<file path="config.mk">
export PLATFORM = sky130hd
export DESIGN_NAME = dac_gain_ramp_ctrl_flat
export DESIGN_NICKNAME = d
export VERILOG_FILES = /design/src/rtl/dac_gain_ramp_ctrl_if.sv /design/src/rtl/dac_gain_ramp_ctrl.sv /design/src/flat_wrapper.sv
export SDC_FILE = /design/constraint.sdc
export NUM_CORES = 1
export LEC_CHECK = 0
export ABC_AREA = 1
export CORE_MARGIN = 3
export CORE_UTILIZATION = 40
export CTS_CLUSTER_SIZE = 28
export DETAILED_ROUTE_END_ITERATION = 8
export GPL_TIMING_DRIVEN = 0
export HOLD_SLACK_MARGIN = 0.1
export SLEW_MARGIN = 40
export SYNTH_ARGS = -nofsm -noshare
export SYNTH_HDL_FRONTEND = slang
export SYNTH_SLANG_ARGS = --single-unit
</file>
<file path="constraint.sdc">
create_clock -name clk -period 2.81 [get_ports clk]
set_input_delay 0.562 -clock clk [delete_from_list [all_inputs] [get_ports clk]]
set_output_delay 0.562 -clock clk [all_outputs]
set_load 0.01 [all_outputs]
</file>
<file path="src/rtl/dac_gain_ramp_ctrl_if.sv">
// Gain-request and DAC-controller handshake bundle for dac_gain_ramp_ctrl.
// The slave modport is the ramp controller; master is the requester/DAC side.
interface dac_gain_ramp_ctrl_if #(
   parameter int GAIN_WIDTH  = 8,
   parameter int STEP_WIDTH  = 8,
   parameter int DWELL_WIDTH = 16
);
   logic [GAIN_WIDTH-1:0]  target_gain;
   logic [STEP_WIDTH-1:0]  step_size;
   logic [DWELL_WIDTH-1:0] dwell_cycles;
   logic                   target_valid;
   logic                   target_ready;
   logic                   abort;
   logic [GAIN_WIDTH-1:0]  dac_reg;
   logic                   dac_reg_valid_stb;
   logic                   dac_reg_updated_stb;
   logic [GAIN_WIDTH-1:0]  current_gain;
   logic                   busy;
   logic                   done_stb;
   logic                   timeout_err;

   modport master (
      output target_gain, step_size, dwell_cycles, target_valid, abort, dac_reg_updated_stb,
      input  target_ready, dac_reg, dac_reg_valid_stb, current_gain, busy, done_stb, timeout_err
   );

   modport slave (
      input  target_gain, step_size, dwell_cycles, target_valid, abort, dac_reg_updated_stb,
      output target_ready, dac_reg, dac_reg_valid_stb, current_gain, busy, done_stb, timeout_err
   );
endinterface

</file>
<file path="src/rtl/dac_gain_ramp_ctrl.sv">
// Slews the DAC gain toward a requested target in bounded steps, one step per
// acknowledged SPI update, with an optional dwell between steps.
module dac_gain_ramp_ctrl #(
   parameter int                    GAIN_WIDTH     = 8,
   parameter int                    STEP_WIDTH     = 8,
   parameter int                    DWELL_WIDTH    = 16,
   parameter int                    TIMEOUT_CYCLES = 4096,
   parameter logic [GAIN_WIDTH-1:0] INIT_GAIN      = '0
) (
   input logic                clk,
   input logic                rst_n,
   dac_gain_ramp_ctrl_if.slave bus
);
   localparam int TW = $clog2(TIMEOUT_CYCLES + 1);
   localparam int CW = (GAIN_WIDTH > STEP_WIDTH) ? GAIN_WIDTH : STEP_WIDTH;

   typedef enum logic [1:0] {S_IDLE, S_ISSUE, S_WAIT_ACK, S_DWELL} state_t;

   state_t                 state_q, state_d;
   logic [GAIN_WIDTH-1:0]  dac_reg_q, dac_reg_d;
   logic                   stb_q, stb_d;
   logic [GAIN_WIDTH-1:0]  cur_q, cur_d;
   logic [GAIN_WIDTH-1:0]  tgt_q, tgt_d;
   logic [STEP_WIDTH-1:0]  step_q, step_d;
   logic [DWELL_WIDTH-1:0] dwell_q, dwell_d;
   logic [DWELL_WIDTH-1:0] dwell_cnt_q, dwell_cnt_d;
   logic [TW-1:0]          tmo_cnt_q, tmo_cnt_d;
   logic                   abort_pend_q, abort_pend_d;
   logic                   done_q, done_d;
   logic                   terr_q, terr_d;
   logic                   ready_en_q;
   logic                   abort_now;
   logic [GAIN_WIDTH-1:0]  ramp_next;

   // Step is clamped to the remaining distance, so the add/subtract never wraps.
   function automatic logic [GAIN_WIDTH-1:0] next_gain(
      input logic [GAIN_WIDTH-1:0] cur,
      input logic [GAIN_WIDTH-1:0] tgt,
      input logic [STEP_WIDTH-1:0] step
   );
      logic [CW-1:0]         diff;
      logic [CW-1:0]         stp;
      logic [GAIN_WIDTH-1:0] stp_g;
      diff  = (tgt >= cur) ? CW'(tgt - cur) : CW'(cur - tgt);
      stp   = CW'(step);
      stp_g = GAIN_WIDTH'(step);
      if (step == '0 || diff <= stp) begin
         return tgt;
      end else if (tgt > cur) begin
         return cur + stp_g;
      end else begin
         return cur - stp_g;
      end
   endfunction

   assign ramp_next = next_gain(dac_reg_q, tgt_q, step_q);
   assign abort_now = abort_pend_q | bus.abort;

   always_comb begin
      state_d      = state_q;
      dac_reg_d    = dac_reg_q;
      stb_d        = 1'b0;
      cur_d        = cur_q;
      tgt_d        = tgt_q;
      step_d       = step_q;
      dwell_d      = dwell_q;
      dwell_cnt_d  = dwell_cnt_q;
      tmo_cnt_d    = tmo_cnt_q;
      abort_pend_d = 1'b0;
      done_d       = 1'b0;
      terr_d       = terr_q;
      case (state_q)
         S_IDLE: begin
            if (bus.target_valid && ready_en_q) begin
               tgt_d   = bus.target_gain;
               step_d  = bus.step_size;
               dwell_d = bus.dwell_cycles;
               terr_d  = 1'b0;
               if (bus.target_gain == cur_q) begin
                  done_d = 1'b1;
               end else begin
                  dac_reg_d = next_gain(cur_q, bus.target_gain, bus.step_size);
                  stb_d     = 1'b1;
                  state_d   = S_ISSUE;
               end
            end
         end
         S_ISSUE: begin
            tmo_cnt_d = TW'(1);
            state_d   = bus.abort ? S_IDLE : S_WAIT_ACK;
         end
         S_WAIT_ACK: begin
            // An ack in the final timeout cycle still counts.
            if (bus.dac_reg_updated_stb) begin
               cur_d = dac_reg_q;
               if (dac_reg_q == tgt_q) begin
                  done_d  = 1'b1;
                  state_d = S_IDLE;
               end else if (abort_now) begin
                  state_d = S_IDLE;
               end else if (dwell_q == '0) begin
                  dac_reg_d = ramp_next;
                  stb_d     = 1'b1;
                  state_d   = S_ISSUE;
               end else begin
                  dwell_cnt_d = DWELL_WIDTH'(1);
                  state_d     = S_DWELL;
               end
            end else if (tmo_cnt_q == TW'(TIMEOUT_CYCLES - 1)) begin
               terr_d  = 1'b1;
               state_d = S_IDLE;
            end else begin
               tmo_cnt_d    = tmo_cnt_q + 1'b1;
               abort_pend_d = abort_now;
            end
         end
         S_DWELL: begin
            if (bus.abort) begin
               state_d = S_IDLE;
            end else if (dwell_cnt_q == dwell_q) begin
               dac_reg_d = ramp_next;
               stb_d     = 1'b1;
               state_d   = S_ISSUE;
            end else begin
               dwell_cnt_d = dwell_cnt_q + 1'b1;
            end
         end
         default: state_d = S_IDLE;
      endcase
   end

   always_ff @(posedge clk or negedge rst_n) begin
      if (!rst_n) begin
         state_q      <= S_IDLE;
         dac_reg_q    <= INIT_GAIN;
         stb_q        <= 1'b0;
         cur_q        <= INIT_GAIN;
         tgt_q        <= INIT_GAIN;
         step_q       <= '0;
         dwell_q      <= '0;
         dwell_cnt_q  <= '0;
         tmo_cnt_q    <= '0;
         abort_pend_q <= 1'b0;
         done_q       <= 1'b0;
         terr_q       <= 1'b0;
         ready_en_q   <= 1'b0;
      end else begin
         state_q      <= state_d;
         dac_reg_q    <= dac_reg_d;
         stb_q        <= stb_d;
         cur_q        <= cur_d;
         tgt_q        <= tgt_d;
         step_q       <= step_d;
         dwell_q      <= dwell_d;
         dwell_cnt_q  <= dwell_cnt_d;
         tmo_cnt_q    <= tmo_cnt_d;
         abort_pend_q <= abort_pend_d;
         done_q       <= done_d;
         terr_q       <= terr_d;
         ready_en_q   <= 1'b1;
      end
   end

   // Ready is held low for the first cycle after reset release.
   assign bus.target_ready      = ready_en_q && (state_q == S_IDLE);
   assign bus.busy              = (state_q != S_IDLE);
   assign bus.dac_reg           = dac_reg_q;
   assign bus.dac_reg_valid_stb = stb_q;
   assign bus.current_gain      = cur_q;
   assign bus.done_stb          = done_q;
   assign bus.timeout_err       = terr_q;
endmodule

</file>
<file path="src/flat_wrapper.sv">
// flat-port wrapper written by rule: the top's interface ports become plain ports
module dac_gain_ramp_ctrl_flat 
#(
   parameter int                    GAIN_WIDTH     = 8,
   parameter int                    STEP_WIDTH     = 8,
   parameter int                    DWELL_WIDTH    = 16,
   parameter int                    TIMEOUT_CYCLES = 4096,
   parameter logic [GAIN_WIDTH-1:0] INIT_GAIN      = '0
)
  (clk, rst_n, bus_target_gain, bus_step_size, bus_dwell_cycles, bus_target_valid, bus_abort, bus_dac_reg_updated_stb, bus_target_ready, bus_dac_reg, bus_dac_reg_valid_stb, bus_current_gain, bus_busy, bus_done_stb, bus_timeout_err);
  dac_gain_ramp_ctrl_if #(.GAIN_WIDTH(GAIN_WIDTH), .STEP_WIDTH(STEP_WIDTH), .DWELL_WIDTH(DWELL_WIDTH)) bus_i ();
  input logic clk;
  input logic rst_n;
  input wire logic [$bits(bus_i.target_gain)-1:0] bus_target_gain;
  input wire logic [$bits(bus_i.step_size)-1:0] bus_step_size;
  input wire logic [$bits(bus_i.dwell_cycles)-1:0] bus_dwell_cycles;
  input wire logic [$bits(bus_i.target_valid)-1:0] bus_target_valid;
  input wire logic [$bits(bus_i.abort)-1:0] bus_abort;
  input wire logic [$bits(bus_i.dac_reg_updated_stb)-1:0] bus_dac_reg_updated_stb;
  output wire logic [$bits(bus_i.target_ready)-1:0] bus_target_ready;
  output wire logic [$bits(bus_i.dac_reg)-1:0] bus_dac_reg;
  output wire logic [$bits(bus_i.dac_reg_valid_stb)-1:0] bus_dac_reg_valid_stb;
  output wire logic [$bits(bus_i.current_gain)-1:0] bus_current_gain;
  output wire logic [$bits(bus_i.busy)-1:0] bus_busy;
  output wire logic [$bits(bus_i.done_stb)-1:0] bus_done_stb;
  output wire logic [$bits(bus_i.timeout_err)-1:0] bus_timeout_err;
  assign bus_i.target_gain = bus_target_gain;
  assign bus_i.step_size = bus_step_size;
  assign bus_i.dwell_cycles = bus_dwell_cycles;
  assign bus_i.target_valid = bus_target_valid;
  assign bus_i.abort = bus_abort;
  assign bus_i.dac_reg_updated_stb = bus_dac_reg_updated_stb;
  assign bus_target_ready = bus_i.target_ready;
  assign bus_dac_reg = bus_i.dac_reg;
  assign bus_dac_reg_valid_stb = bus_i.dac_reg_valid_stb;
  assign bus_current_gain = bus_i.current_gain;
  assign bus_busy = bus_i.busy;
  assign bus_done_stb = bus_i.done_stb;
  assign bus_timeout_err = bus_i.timeout_err;
  dac_gain_ramp_ctrl #(.GAIN_WIDTH(GAIN_WIDTH), .STEP_WIDTH(STEP_WIDTH), .DWELL_WIDTH(DWELL_WIDTH), .TIMEOUT_CYCLES(TIMEOUT_CYCLES), .INIT_GAIN(INIT_GAIN)) u_core (.clk(clk), .rst_n(rst_n), .bus(bus_i));
endmodule
</file>
### Word-level counts from Yosys, hierarchy flattened

Index checks and enable logic that the tools add are counted.

* input port bits: 37
* register bits: 84

* eq/ne operators: 22
* bitwise gates (word level): 1
* add/sub/neg operators: 10
* multiplexer cells: 57
* reduce and logical (&&, ||, !) cells: 20
* magnitude comparators: 6

Operators by type and width (number)
* $mux 8: 14
* $mux 16: 6
* $sub 8x8->8: 6
* $pmux 16 s2: 1
* $mux 13: 2
* $pmux 13 s2: 1
* $pmux 8 s3: 1
* $mux 2: 10
* $mux 1: 18
* $ne 2x2->1 const B: 9
* $add 16x1->16 const B: 1
* $add 8x8->8: 2
* $eq 16x16->1: 1
* $eq 8x8->1: 2
* $ge 8x8->1: 2
* $gt 8x8->1: 2
* $le 8x8->1: 2
* $logic_not 16->1: 1
* $logic_not 8->1: 2
* $add 13x1->13 const B: 1
* $eq 13x12->1 const B: 1
* $reduce_and 9->1: 1
* $ne 2x1->1 const B: 4
* $pmux 2 s4: 1
* 15 further kinds: 25

### Logic depth before layout (Yosys ltp)

Gate-level depths: netlist of the first run.

* depth in word-level cells: 10
* depth in mapped cells: 26
* mapped depth without buffers: 25

### Least setup slack after synthesis of the first run

Ideal clock, no wire load.

* kind: input to register
* from: in bus_target_gain[0]
* to: reg u_core.dac_reg_q[3], in the netlist u_core.bus.dac_reg[3]
* arrival time: 3111 ps
* stages: 24
* setup slack: -418 ps
* setup time: 117 ps
* data required time: 2693 ps
* path through: inv_1 ha_1 inv_1 fa_1 nand3_1 nand2_1 nand2_1 nand3_2 mux2i_1 xor2_1 inv_1 ha_1 nand2_1 nor2_1 nand2_1 nand2_1 nand2_1 buf_2 inv_2 nand2_1 nand3_1 o21ai_0 nand2_1 nand2_1

* longest elaborated chain between the ends: 8

RTL lines
* from (decl): line flat_wrapper.sv:14 `input wire logic [$bits(bus_i.target_gain)-1:0] bus_target_gain;`
* $sub 8x8->8 or $ge 8x8->1 (tied branches): line dac_gain_ramp_ctrl.sv:44 `diff = (tgt >= cur) ? CW'(tgt - cur) : CW'(cur - tgt);`
* $mux 8: line dac_gain_ramp_ctrl.sv:44
* $le 8x8->1: line dac_gain_ramp_ctrl.sv:47 `if (step == '0 || diff <= stp) begin`
* $logic_or 1x1->1: line dac_gain_ramp_ctrl.sv:47
* $mux 8: line dac_gain_ramp_ctrl.sv:47
* $mux 8: line dac_gain_ramp_ctrl.sv:79 `if (bus.target_gain == cur_q) begin`
* $mux 8: line dac_gain_ramp_ctrl.sv:74 `if (bus.target_valid && ready_en_q) begin`
* $pmux 8 s3: line dac_gain_ramp_ctrl.sv:72 `case (state_q)`
* to (signal assigned): line dac_gain_ramp_ctrl.sv:149 `dac_reg_q <= dac_reg_d;`
* to (decl): line dac_gain_ramp_ctrl.sv:20 `logic [GAIN_WIDTH-1:0] dac_reg_q, dac_reg_d;`

Several ways; a longest one is shown, not always the timed one. The select of a mux whose other input is x is not followed.
A chain may end at the register's enable or synchronous reset.

### Worst setup path after layout of the first run

* from: reg u_core.cur_q[0], in the netlist u_core.bus.current_gain[0]
* to: reg u_core.dac_reg_q[6], in the netlist u_core.bus.dac_reg[6]

* longest elaborated chain between the ends: 8

RTL lines
* from (decl): line dac_gain_ramp_ctrl.sv:22 `logic [GAIN_WIDTH-1:0] cur_q, cur_d;`
* from (signal assigned): line dac_gain_ramp_ctrl.sv:151 `cur_q <= cur_d;`
* $sub 8x8->8 or $ge 8x8->1 (tied branches): line dac_gain_ramp_ctrl.sv:44
* $mux 8: line dac_gain_ramp_ctrl.sv:44
* $le 8x8->1: line dac_gain_ramp_ctrl.sv:47
* $logic_or 1x1->1: line dac_gain_ramp_ctrl.sv:47
* $mux 8: line dac_gain_ramp_ctrl.sv:47
* $mux 8: line dac_gain_ramp_ctrl.sv:79
* $mux 8: line dac_gain_ramp_ctrl.sv:74
* $pmux 8 s3: line dac_gain_ramp_ctrl.sv:72

Several ways; a longest one is shown, not always the timed one. The select of a mux whose other input is x is not followed.

==> flow_summary.ini, run 1 <==
[run_status]
status = finished with violations
violations = setup timing

[cells_and_area]
syn2layout_area_growth_pct = 28.6
antenna_cells = 0
multi_input_area_sq_um = 4900
reg.largest.list = u_core.dwell_cnt_q (16), u_core.dwell_q (16), u_core.tmo_cnt_q (13)
fillers = 1755
final_cell_mix = nand2_1, inv_1, nor2_1, dfrtp_1, xor2_1
drive_gt1_frac = 0.201
final_common_cell = nand2_1
regArea_sq_um = 2120
finalNetCount = 1223

[run]
cap_violations = 0

[floorplanning]
floorplan.initialDensity = 0.413
fp.dieW_um = 140
ios = 58
die_h_um = 140
core_area_sq_um = 17400
rows = 48
die_area_sq_um = 19600

[route]
via_per_inst = 5.08
drc_errors = 0
ant_nets = 0
wl_per_cell_um = 15.8
drtIter0Drc = 433
routed_wl_mm = 21.3
dr.pass1.iters = 5
vias = 6838

[clocking]
clockRootBuffer = clkbuf_16
clkSinkCount = 84
clk_pin_slew_worst_paths_ns = 0.07
cts_buffers = 9
htreeDepth = 3
hold_buffers = 0
cts_tree = yes
clockBufferDepth = 2
clk_latency_ns = 0.35

[sta]
max_slew_margin = 0.599
postLayoutSetupSlackWorst_ns = -0.427
finalClockSkew_ns = 0.00753
worst_pin_slew_ns = 0.602
hold_viol_final = 0
setup_viol = 8
max_freq_mhz = 309
maxSlewViolCount = 0
rsz0062_at_grt = yes
min_period_over_period = 1.15
period_needed_ns = 3.24

[logic_synthesis]
postSynthCellCount = 1001
synth.distinct_cells = 49
synth_area_sq_um = 7190
synth_enable_flop_cells = 0
async_flop_share = 1.00
yosysTopAreaCellShare = 0.293
synth.avg_cell_area_sq_um = 7.18
synth_ff_type = dfrtp_1
yosysSeqAreaShare = 0.293
yosysTopAreaCell = dfrtp_1
synthTopCellsByArea = dfrtp_1, nand2_1, ha_1
syn_nets = 1108
yosysWarningCount = 0
ys_ff_latch = 84

[global_route]
grt-ovfl-total = 0
grt_max_degree = 51
antenna_found_initial = 1
track_usage = 0.218
grt_first_pass_wirelength_mm = 34.4
grt_pass1_vias = 6651

[placed_design]
hpwl_mm = 15.9
gp_congestion = 0.904
io_buffers = 57
dp_slack_ns = -1.51

[critical_path]
critPathCaptureType = flip-flop
worst_setup_path_start_kind = flip-flop
crit_fanout = 6
cp.arrival_ns = 3.48
crit_required_ns = 3.05
path_class = reg2reg
reg2regPathDepth = 23

[worst_hold_path]
hold_class = in2async
-- critical path, stage by stage (launching register included) --
cell and delay [ns]:
dfrtp_2 0.42, ha_4 0.18, inv_4 0.04, fa_2 0.39
nand3_2 0.07, nand2_2 0.07, nand2_4 0.09, nand3_4 0.12
buf_6 0.16, mux2i_4 0.19, xnor2_2 0.16, ha_1 0.29
nand2_1 0.07, o21ai_1 0.13, nand2_1 0.06, nand2_1 0.08
nand2_2 0.09, buf_6 0.16, inv_8 0.07, nand2_1 0.06
nand3_1 0.07, nand2_1 0.06, nand2_1 0.05, nand2_1 0.05
-- through the flow --
step	instance area, sq um	instances	util	TNS (ns)	hold WS (ns)
2_1_floorplan	7330	1001	-	-1.41	0.266
3_3_place_gp	8180	1283	0.470	-189.81	0.506
3_5_place_dp	8210	1284	0.472	-11.60	0.484
4_1_cts	8980	1335	0.515	-2.96	0.107
5_1_grt	9240	1346	0.530	-4.46	0.116
6_report	9240	1346	0.530	-3.25	0.104
-- routing by layer --
metal / vias to the layer above / wire (um) / global-route usage
met3: 34 / 953 / 0.0399
met5: - / 12 / 0
met4: 2 / 495 / 0.0617
met2: 165 / 10100 / 0.370
li1: 3462 / - / -
met1: 3175 / 9720 / 0.285
-- final timing paths --
check	from	endpoint	slack (ns)
setup reg to reg	u_core.bus.current_gain[0]	u_core.bus.dac_reg[6]	-0.43
hold / removal	rst_n	u_core.bus.current_gain[4]	0.10
hold reg to reg	u_core.dwell_q[1]	u_core.dwell_q[1]	0.53
min in group clk	u_core.dwell_q[1]	u_core.dwell_q[1]	0.53
setup / recovery	u_core.bus.current_gain[0]	u_core.bus.dac_reg[6]	-0.43
max in group asynchronous	rst_n	u_core.tmo_cnt_q[8]	2.12
-- area by class of cell --
class                   count  share of cell area
plain buffers              19              0.0150
clock buffers              12              0.0267
clock inverters             4             0.00610
inverters                 140              0.0614
multi-input cells         756               0.530
flip-flops and latches     84               0.229
well taps                 225              0.0305
repair buffers            106               0.101
-- logic make-up (layout without fill, tap and decap cells) --
| family | after synthesis | after routing | share of synthesized area |
|---|---|---|---|
| DFF | 84 | 84 | 0.293 |
| buffers and inverters | 161 | 281 | 0.0914 |
| other | 1 | 1 | 0.000522 |
| AOI/OAI and AO/OA | 152 | 152 | 0.120 |
| xor gates and xnor gates | 68 | 68 | 0.0829 |
| and+or+nand+nor | 462 | 462 | 0.280 |
| adders and majority gates | 70 | 70 | 0.128 |
| muxes | 3 | 3 | 0.00418 |
-- synth_stat cells (all sizes together), types with 6 or more instances --
cell,n
a21oi,54
buf,15
clkbuf,6
dfrtp,84
fa,6
ha,64
inv,139
nand2,270
nand3,56
nand4,15
nor2,92
nor3,18
o21ai,75
xnor2,14
xor2,54
-- what timing repair did --
item,4_1_cts,5_1_grt
cloned,2,0
gates resized for setup,91,50
endpoints found under the setup margin,8,8
buffers inserted,35,11
pin swaps,30,34
Power of run 1 is not shown: default switching activity piles up to over one toggle a cycle in this logic, so the estimate is an artifact.
==> run 2: changes to the inputs <==
--- a/config.mk
+++ b/config.mk
@@ -6,8 +6,10 @@
 export NUM_CORES = 1
 export LEC_CHECK = 0
 export ABC_AREA = 1
+export CAP_MARGIN = 30
 export CORE_MARGIN = 3
 export CORE_UTILIZATION = 40
+export CTS_BUF_LIST = sky130_fd_sc_hd__clkbuf_4 sky130_fd_sc_hd__clkbuf_8
 export CTS_CLUSTER_SIZE = 28
 export DETAILED_ROUTE_END_ITERATION = 8
 export GPL_TIMING_DRIVEN = 0
==> run 2 against run 1 <==
- the flow still finishes with violations (setup timing)
- critical path type unchanged
- via count is 0.63% higher
- final cell count increased by 1.0%
- clock-buffer cell count stayed put
- first-iteration DRC count is 2.1% higher
- largest cell class unchanged
- non-clock buffer count grew 13
- critical path depth did not move
- clock skew is 0.0037 ns higher
- critical endpoint is now u_core.bus.dac_reg[5]
- worst hold slack improved by 0.43 ns
- sequential cell count unchanged
==> flow_summary.ini, run 2 (synthesis results as in run 1) <==
[cells_and_area]
antenna_cells = 0
reg.largest.list = u_core.dwell_cnt_q (16), u_core.dwell_q (16), u_core.tmo_cnt_q (13)
syn2layout_area_growth_pct = 31.2
post-route-util = 0.541
finalNetCount = 1237
final_cell_mix = nand2_1, inv_1, nor2_1, dfrtp_1, xor2_1
final_common_cell = nand2_1
fillers = 1747
drive_gt1_frac = 0.228

[placed_design]
io_buffers = 57
hpwl_mm = 15.9
gp_congestion = 0.904

[sta]
setup_viol = 8
postLayoutSetupSlackWorst_ns = -0.445
period_needed_ns = 3.25
max_slew_margin = 0.557
rsz0062_at_grt = yes
hold_viol_final = 0
max_freq_mhz = 307
maxSlewViolCount = 0
finalClockSkew_ns = 0.0112
min_period_over_period = 1.16
tns_ns = -3.38
worst_pin_slew_ns = 0.664

[critical_path]
crit_path_top_delay_cell = dfrtp_2
crit_required_ns = 3.08
path_common_cell = nand2_1
critPathCaptureType = flip-flop
path_class = reg2reg
path_cells = ha_4 -> inv_4 -> fa_2 -> nand3_2 -> nand2_2 -> nand2_4 -> nand3_4 -> buf_6 -> mux2i_4 -> xnor2_2 -> ha_1 -> nand2_1 -> o21ai_1 -> nand2_1 -> nand2_1 -> nand2_2 -> buf_6 -> inv_8 -> nand2_2 -> nand2_2 -> nand2_1 -> nand2_1 -> nand2_1
slowest_delay_ns = 0.44
crit_fanout = 6
cp.arrival_ns = 3.53
worst_setup_path_start_kind = flip-flop

[global_route]
grt_max_degree = 51
grt_first_pass_wirelength_mm = 34.1
antenna_found_initial = 1
track_usage = 0.216
grt_pass1_vias = 6615
grt-ovfl-total = 0

[floorplanning]
ios = 58
die_h_um = 140
floorplan.initialDensity = 0.413
die_area_sq_um = 19600
core_area_sq_um = 17400
fp.dieW_um = 140
rows = 48

[clocking]
clk_latency_ns = 0.38
clkSinkCount = 84
cts_tree = yes
htreeDepth = 3
cts_buffers = 9
clockBufferDepth = 2
clockRootBuffer = clkbuf_8
clk_pin_slew_worst_paths_ns = 0.09

[route]
ant_nets = 0
dr.pass1.iters = 5
drc_errors = 0
vias = 6881
routed_wl_mm = 21.6
via_per_inst = 5.06
drtIter0Drc = 442
wl_per_cell_um = 15.9

[run]
cap_violations = 0

[worst_hold_path]
hold_class = reg2reg

[run_status]
status = finished with violations
violations = setup timing
run 2: final timing paths:
| path | from | to | slack (ns) | cells after the start |
|---|---|---|---|---|
| setup / recovery | u_core.bus.current_gain[0] | u_core.bus.dac_reg[5] | -0.44 | 23 |
| hold / removal | u_core.dwell_q[11] | u_core.dwell_q[11] | 0.53 | 2 |
| setup reg to reg | u_core.bus.current_gain[0] | u_core.bus.dac_reg[5] | -0.44 | 23 |
| hold reg to reg | u_core.dwell_q[11] | u_core.dwell_q[11] | 0.53 | 2 |
| max in group asynchronous | rst_n | u_core.tmo_cnt_q[8] | 1.58 | 3 |
| min in group asynchronous | rst_n | u_core.bus.current_gain[4] | 0.64 | 2 |
run 2: layout make-up:
| cell class | instances | area (sq um) | area share |
|---|---|---|---|
| multi-input combinational | 757 | 5030 | 0.533 |
| sequential | 84 | 2120 | 0.224 |
| timing repair buffer | 119 | 1080 | 0.115 |
| inverter | 140 | 573 | 0.0608 |
| tap | 225 | 282 | 0.0299 |
| clock buffer | 12 | 153 | 0.0162 |
| buffer | 19 | 139 | 0.0147 |
| clock inverter | 4 | 56.3 | 0.00597 |
run 2: worst max-delay path, delay by kind of cell, from the launching register on:
kind	cells	cell delay, ns
AO/OA/AOI/OAI	1	0.13
multiplexers	1	0.19
buffers and inverters	4	0.43
flip-flops	1	0.44
AND/OR/NAND/NOR	13	0.97
adder cells (fa/ha/maj)	3	0.84
XOR/XNOR	1	0.16
run 2: metal layers:
metal  wire, um  global-route usage  vias up  part of all wire
li1           -                   -     3493                 -
met1       9630               0.286     3203              0.45
met2      10600               0.365      157              0.49
met3        977              0.0406       26             0.045
met4        365              0.0561        2             0.017
met5         13                   0        -           0.00060
run 2: what timing repair did:
action | in CTS | in global routing
setup buffers | 30 | 28
hold endpoints to repair | 34 | 0
resized for setup | 82 | 80
endpoints found under the setup margin | 8 | 8
gates cloned | 3 | 0
hold buffers | 1 | 0
pin swaps | 25 | 59
run 2: stage by stage:
| step | worst slack, ns | std cells | cell area (sq um) | hold slack [ns] |
|---|---|---|---|---|
| 2_1_floorplan | -0.199 | 1001 | 7330 | 0.266 |
| 3_3_place_gp | -2.44 | 1283 | 8180 | 0.506 |
| 3_5_place_dp | -1.51 | 1284 | 8210 | 0.484 |
| 4_1_cts | -0.429 | 1333 | 8910 | 0.532 |
| 5_1_grt | -0.599 | 1360 | 9430 | 0.572 |
| 6_report | -0.445 | 1360 | 9430 | 0.529 |
Power of run 2 is left out for the same reason.
